### src/rtl/mac4_pkg.sv
`default_nettype none
// ============================================================================
// mac4_pkg : shared types and constants for the 4-bit MAC stage
// Revision : 1.0
// ============================================================================
package mac4_pkg;

  localparam int P_W = 8;

  typedef enum logic [0:0] {
    ST_ACC  = 1'b0,
    ST_HOLD = 1'b1
  } state_t;

  // Smallest accumulator width that can hold n_terms worst-case products.
  function automatic int min_acc_w(input int n_terms);
    return $clog2(n_terms * 225 + 1);
  endfunction

endpackage
`default_nettype wire

### src/rtl/nhan4bitt.sv
`default_nettype none
// ============================================================================
// nhan4bitt : combinational 4x4 unsigned array multiplier
// Revision  : 1.0
// ============================================================================
module nhan4bitt
  import mac4_pkg::*;
(
  input  logic [3:0]     a,
  input  logic [3:0]     b,
  output logic [P_W-1:0] p
);

  logic [P_W-1:0] w_row [0:4];

  assign w_row[0] = '0;

  // Each row adds the shifted partial product selected by one bit of b.
  for (genvar i = 0; i < 4; i++) begin : g_row
    logic [P_W-1:0] w_pp;
    assign w_pp       = P_W'({4{b[i]}} & a) << i;
    assign w_row[i+1] = w_row[i] + w_pp;
  end

  assign p = w_row[4];

endmodule
`default_nettype wire

### src/rtl/mac4bit_acc.sv
`default_nettype none
// ============================================================================
// mac4bit_acc : accumulates N_TERMS 4x4 products, presents result on handshake
// Revision    : 1.0
// ============================================================================
module mac4bit_acc
  import mac4_pkg::*;
#(
  parameter int N_TERMS = 4,
  parameter int ACC_W   = 12
) (
  input  logic             clk,
  input  logic             rst,
  input  logic             in_valid,
  output logic             in_ready,
  input  logic [3:0]       a,
  input  logic [3:0]       b,
  input  logic             clear,
  output logic             out_valid,
  input  logic             out_ready,
  output logic [ACC_W-1:0] sum,
  output logic             overflow
);

  localparam int               CNT_W  = $clog2(N_TERMS + 1);
  localparam int               SUM_W  = ACC_W + 1;
  localparam logic [CNT_W-1:0] C_LAST = CNT_W'(N_TERMS - 1);

  state_t           r_state;
  logic [ACC_W-1:0] r_acc;
  logic [CNT_W-1:0] r_cnt;
  logic             r_ovf;

  logic [P_W-1:0]   w_prod;
  logic [SUM_W-1:0] w_add;
  logic             w_take;
  logic             w_drain;

  nhan4bitt u_mult (
    .a (a),
    .b (b),
    .p (w_prod)
  );

  // Extra top bit of w_add is the carry out of the accumulator.
  assign w_add   = {1'b0, r_acc} + SUM_W'(w_prod);
  assign w_take  = in_valid && (r_state == ST_ACC);
  assign w_drain = out_ready && (r_state == ST_HOLD);

  always_ff @(posedge clk or posedge rst) begin
    if (rst) begin
      r_state <= ST_ACC;
      r_acc   <= '0;
      r_cnt   <= '0;
      r_ovf   <= 1'b0;
    end else if (clear) begin
      r_state <= ST_ACC;
      r_acc   <= '0;
      r_cnt   <= '0;
      r_ovf   <= 1'b0;
    end else if (w_take) begin
      r_acc <= w_add[ACC_W-1:0];
      r_ovf <= r_ovf | w_add[ACC_W];
      if (r_cnt == C_LAST) begin
        r_cnt   <= '0;
        r_state <= ST_HOLD;
      end else begin
        r_cnt <= r_cnt + 1'b1;
      end
    end else if (w_drain) begin
      r_state <= ST_ACC;
      r_acc   <= '0;
      r_ovf   <= 1'b0;
    end
  end

  assign in_ready  = (r_state == ST_ACC) && !clear;
  assign out_valid = (r_state == ST_HOLD);
  assign sum       = r_acc;
  assign overflow  = r_ovf;

endmodule
`default_nettype wire

### config.mk
export PLATFORM = sky130hd
export DESIGN_NAME = mac4bit_acc
export DESIGN_NICKNAME = d
export VERILOG_FILES = /design/src/rtl/mac4_pkg.sv /design/src/rtl/nhan4bitt.sv /design/src/rtl/mac4bit_acc.sv
export SDC_FILE = /design/constraint.sdc
export NUM_CORES = 1
export LEC_CHECK = 0
export BUFFER_PORTS_ARGS = -buffer_cell sky130_fd_sc_hd__clkbuf_2
export CAP_MARGIN = 20
export CORE_UTILIZATION = 55
export DETAILED_ROUTE_END_ITERATION = 12
export HOLD_SLACK_MARGIN = 0.08
export PLACE_DENSITY = 0.79
export SLEW_MARGIN = 20
export SYNTH_ARGS = -nofsm -noshare
export SYNTH_HDL_FRONTEND = slang
export SYNTH_SLANG_ARGS = --single-unit
export TNS_END_PERCENT = 10
### constraint.sdc
create_clock -name clk -period 2.7 [get_ports clk]
set_input_delay 0.54 -clock clk [delete_from_list [all_inputs] [get_ports clk]]
set_output_delay 0.54 -clock clk [all_outputs]
set_load 0.005 [all_outputs]
* Word-level counts from Yosys, hierarchy flattened *
Index checks and enable logic that the tools add are counted.

word-level totals
  output and inout port bits = 15
  register bits = 17
  memory bits (read-only) = 0
  memory bits (writable) = 0
  memories = 0
  latch bits = 0

cells by class
  equal/unequal tests = 2
  mux-type cells = 12
  div/mod/pow operators = 0
  $add $sub $neg = 5
  $lt $le $gt $ge = 0
  shifts and indexed selects = 0
  bitwise operators = 6
  multiply operators = 0
  reduce and logical (&&, ||, !) cells = 7

operators by type and width
  kind                 number
  $mux 12              3
  $and 4x4->4          4
  $add 12x8->13        1
  $mux 3               3
  $add 8x6->8          1
  $add 8x7->8          1
  $add 8x8->8          1
  $mux 1               6
  $add 3x1->3 const B  1
  $eq 3x2->1 const B   1
  $logic_and 1x1->1    3
  $ne 3x2->1 const B   1
  $reduce_bool 3->1    1
  $reduce_and 2->1     1
  $reduce_bool 2->1    1
  $logic_not 1->1      1
  $not 1->1            1
  $or 1x1->1           1

* Logic depth before layout (Yosys ltp) *
  word-level depth = 8
  mapped depth = 16

* Cells and area by module *
A second synthesis with hierarchy kept.

second synthesis, totals
  cell total of the unflattened synthesis = 156
  area, all modules = 1500.2 µm²

by module, submodules not included
  module       cells each  area an instance (µm²)  times used
  mac4bit_acc  107         1089.8                  1
  nhan4bitt    49          410.4                   1

* Worst setup path after synthesis *
Ideal clock, no wire load.

  path kind = input-to-reg
  from = input a[0]
  to = register r_acc[10], in the netlist sum[10]
  path buffers = 0
  path slack = -1483 ps
  library setup time = 69 ps
  data arrival time = 4114 ps
  cell stages on the path = 16
  cells stage by stage = and2_1 fa_1 inv_1 fa_1 inv_1 ha_1 fa_1 a21o_1 a21oi_1 xnor2_1 ha_1 a21o_1 a31o_1 a21oi_2 mux2_2 nand3_1

between the ends
  cells in the longest elaborated chain, start to end = 7
  elaborated cells on any way between the ends = 10
  classes of those cells = add/sub (4); mux (2); bitwise (4)

ends and longest elaborated chain
  item                  line               RTL
  start, declared       mac4bit_acc.sv:16  input logic [3:0] a,
  $and 4x4->4           nhan4bitt.sv:21    assign w_pp = P_W'({4{b[i]}} & a) << i;
  $add 8x8->8           nhan4bitt.sv:22    assign w_row[i+1] = w_row[i] + w_pp;
  $add 8x6->8           nhan4bitt.sv:22
  $add 8x7->8 (*)       nhan4bitt.sv:22
  $add 12x8->13 (*)     mac4bit_acc.sv:46  assign w_add = {1'b0, r_acc} + SUM_W'(w_prod);
  $mux 12 (*)           mac4bit_acc.sv:61  end else if (w_take) begin
  $mux 12 (*)           mac4bit_acc.sv:56  end else if (clear) begin
  end signal, assigned  mac4bit_acc.sv:62  r_acc <= w_add[ACC_W-1:0];
  end, declared         mac4bit_acc.sv:30  logic [ACC_W-1:0] r_acc;

Mark *: on every way between the ends. The rest lies on a longest branch, timed or not.
A chain may end at the register's enable or synchronous reset.

* Final worst setup path *
  from = input a[2]
  to = register r_acc[8], in the netlist sum[8]

Same word-level chain as after synthesis.

==> results.ini <==
[routing]
via_per_inst = 5.98
vias = 1508
wirelength_microns = 4360
drc = 0
drt_iter0_drc = 35
wl_per_cell_microns = 17.3
firstDrtPassIters = 6
postRouteAntennaNets = 0

[worst_setup_path]
crit_end = sum[8]$_DFFE_PP0P_
crit_path_end_kind = register
reg2reg_depth = 8
reg2reg_to = overflow$_DFFE_PP0P_
cp.required_ps = 2920
startpoint_type = input port
rrSetupSlack_ps = 540
rr_startpoint = sum[0]$_DFFE_PP0P_
arrival_ps = 4120
cp_max_fo = 4
worstSetupPathType = input port to register
crit_path_start = a[2]

[floorplan]
die_y_microns = 55.2
fp.dieW_microns = 55.2
num_io_pins = 28
start_util_pct = 60.5
coreArea_sq_um = 2570
die_area_sq_um = 3040
rows = 18

[synth]
ys_seq_area_share_pct = 27.4
synthSimpleGateAreaFrac_pct = 20.9
syn_area_sq_um = 1550
synth_compound_area_share_pct = 18.4
synth_seq_cells = 17
synth_area_per_cell_sq_um = 8.88
synth_top_family_by_area = adder cells
yosysWarnings = 0
synth_xor_area_share_pct = 3.95
synthCells = 175
synth_ff_type = dfrtp_1
synth_edf_count = 0
syn_nets = 215
ys_types = 37
synth-async-reset-ratio_pct = 100
synthMuxAreaShare_pct = 1.45
yosys.area_share.adder_pct = 24.6

[final_layout]
syn_to_final_growth_pct = 28.7
antenna-diode-count = 0
fillers = 184
multi_input_area_sq_um = 1180
drive_gt1_share_pct = 33.8
instances_no_fill = 252
register_area_sq_um = 425
design_area_sq_um = 2000
final_nets = 263

[placed_design]
post-place-ws_ps = -1490
gp_congestion = 0.908
hpwl_microns = 3060
place_area_sq_um = 1870
io_buffers = 27
placed_cells = 247

[power]
powerDensity_nw_per_um2 = 526
p_seq_share_pct = 29.6
cellInternalPower_w = 0.000609
power_frac_clock_pct = 15.4
p_comb_share_pct = 54.9
max-vdd-ir-drop_uv = 372
p_leak_nw = 1.04
swShare_pct = 42.2
switchingPower_w = 0.000445

[global_routing]
antenna_found_initial = 0
grt_pass1_wl_microns = 6510
grt_max_degree = 18
grt_remaining_overflow = 0
grt_pass1_vias = 1432
gr-usage-all-layers_pct = 31.5

[clock_network]
cts.clk_slew.worst_paths_ps = 130
cts_buffer_depth = 2
clock_sinks = 17
htreeDepth = 1
ctsHoldBuffers = 0
cts_buffers = 3
clockRootBuffer = clkbuf_4
clkLatencyLatePin_ps = 320
cts_tree = built

[timing]
setup_viol = 9
tightest_slew_ps = 690
rsz0062_at_grt = true
final.setup.worst_slack_ps = -1200
max_freq_mhz = 257
finalMaxSlewViolations = 0
tns_ps = -8280
fin_hold_ws_ps = 279
fin_skew_ps = 8.20
period_minus_slack_ps = 3900
finalHoldViolations = 0
relSlewSlack_pct = 54.0
fin_crit_sh_pct = 144

[status]
status = complete, but fails checks
violations = setup timing

[flow_run]
maxCapViolCount = 0

[min_path]
min_path_type = input port to asynchronous set/reset pin

[routing by layer]
metal  track usage, %  wire (microns)
met2             55.2            2260
met1             34.6            1760
met3             6.01             186
met5                0               0
met4             20.0             155
[worst min-delay path by stage]
stage | depth (start not counted) | end | slack, ps | startpoint
global route | 2 | sum[8]$_DFFE_PP0P_ | 360 | rst
global placement | 2 | overflow$_DFFE_PP0P_ | 460 | overflow$_DFFE_PP0P_
floorplan | 1 | out_valid$_DFFE_PP0P_ | 470 | rst
CTS | 2 | r_cnt[0]$_DFFE_PP0P_ | 310 | rst
detailed placement | 2 | overflow$_DFFE_PP0P_ | 470 | overflow$_DFFE_PP0P_
finish | 2 | r_cnt[0]$_DFFE_PP0P_ | 280 | rst
[placed cells by master, fill, tap and decap left out, types with 4 or more instances in the layout]
master / n
a21o_1: 6
and2_1: 10
buf_4: 19
ha_1: 18
a21oi_2: 4
fa_1: 5
o21ai_1: 9
inv_1: 8
nor2_1: 9
dfrtp_1: 17
clkbuf_2: 27
nand2_1: 22
a21oi_1: 8
nand2b_1: 5
[kinds of logic after synthesis]
kind of cell	Yosys count
simple gates	65
compound gates	44
fa+ha+maj	27
flops	17
buf+inv	13
xor+xnor	7
mux	2
[power groups by stage]
stage	clock [W]	sequential [W]	combinational, W
final	0.000162	0.000312	0.000579
after global routing	0.000167	0.000317	0.000626
after CTS	0.000160	0.000311	0.000536
after global placement	0	0.000310	0.000445
after detailed placement	0	0.000313	0.000471
after floorplan	0	0.000310	0.000302
[flip-flops by register name, indices dropped and copies added, names as in the netlist]
signal and flops:
out_valid 1, overflow 1, r_cnt 3, sum 12
[final cells by class]
type	count	area share, %
clock inverter	1	0.375
multi-input combinational	145	59.2
inverter	9	1.69
timing repair buffer	47	14.4
tap	30	1.88
sequential	17	21.3
clock buffer	3	1.13
[critical path: stages]
cell	delay (ps)
clkbuf_2	90
and2_4	150
fa_1	540
inv_1	50
fa_1	500
inv_2	60
ha_4	160
fa_2	370
a21o_1	180
a21oi_2	170
xnor2_2	160
ha_1	280
a21o_1	160
a31o_1	210
a21oi_4	160
nor2_1	60
mux2_2	270
[timing repair]
item	CTS	global route
setup endpoints to repair	10	10
hold endpoints to repair	0	0
setup buffers	0	1
gates cloned	0	0
pin swaps	7	4
gates resized for setup	11	7
[synthesized netlist by cell type, types with 2 or more instances]
library cell	count	area, sq um
nand2_1	22	82.6
ha_1	21	263
dfrtp_1	17	425
and2_1	13	81.3
a21oi_1	11	55.1
nor2_1	10	37.5
inv_1	9	33.8
o21ai_1	8	40.0
a21o_1	6	45.0
fa_1	6	120
nand2b_1	5	31.3
nand3_1	4	20.0
xor2_1	4	35.0
a211oi_1	3	22.5
buf_2	3	15.0
o21ai_0	3	15.0
xnor2_1	3	26.3
a21oi_2	2	17.5
mux2_2	2	22.5
nand4_1	2	12.5
nor2b_1	2	12.5
nor3_1	2	10.0
o31ai_1	2	15.0
or3_1	2	12.5
[per-stage QoR]
step                      total power, W  utilization [%]
after floorplan                 0.000612                -
after global placement          0.000755             72.9
after detailed placement        0.000784             72.9
after CTS                        0.00101             76.6
after global routing             0.00111             77.9
final                            0.00105             77.9
Power figures use the tool's default switching activity.
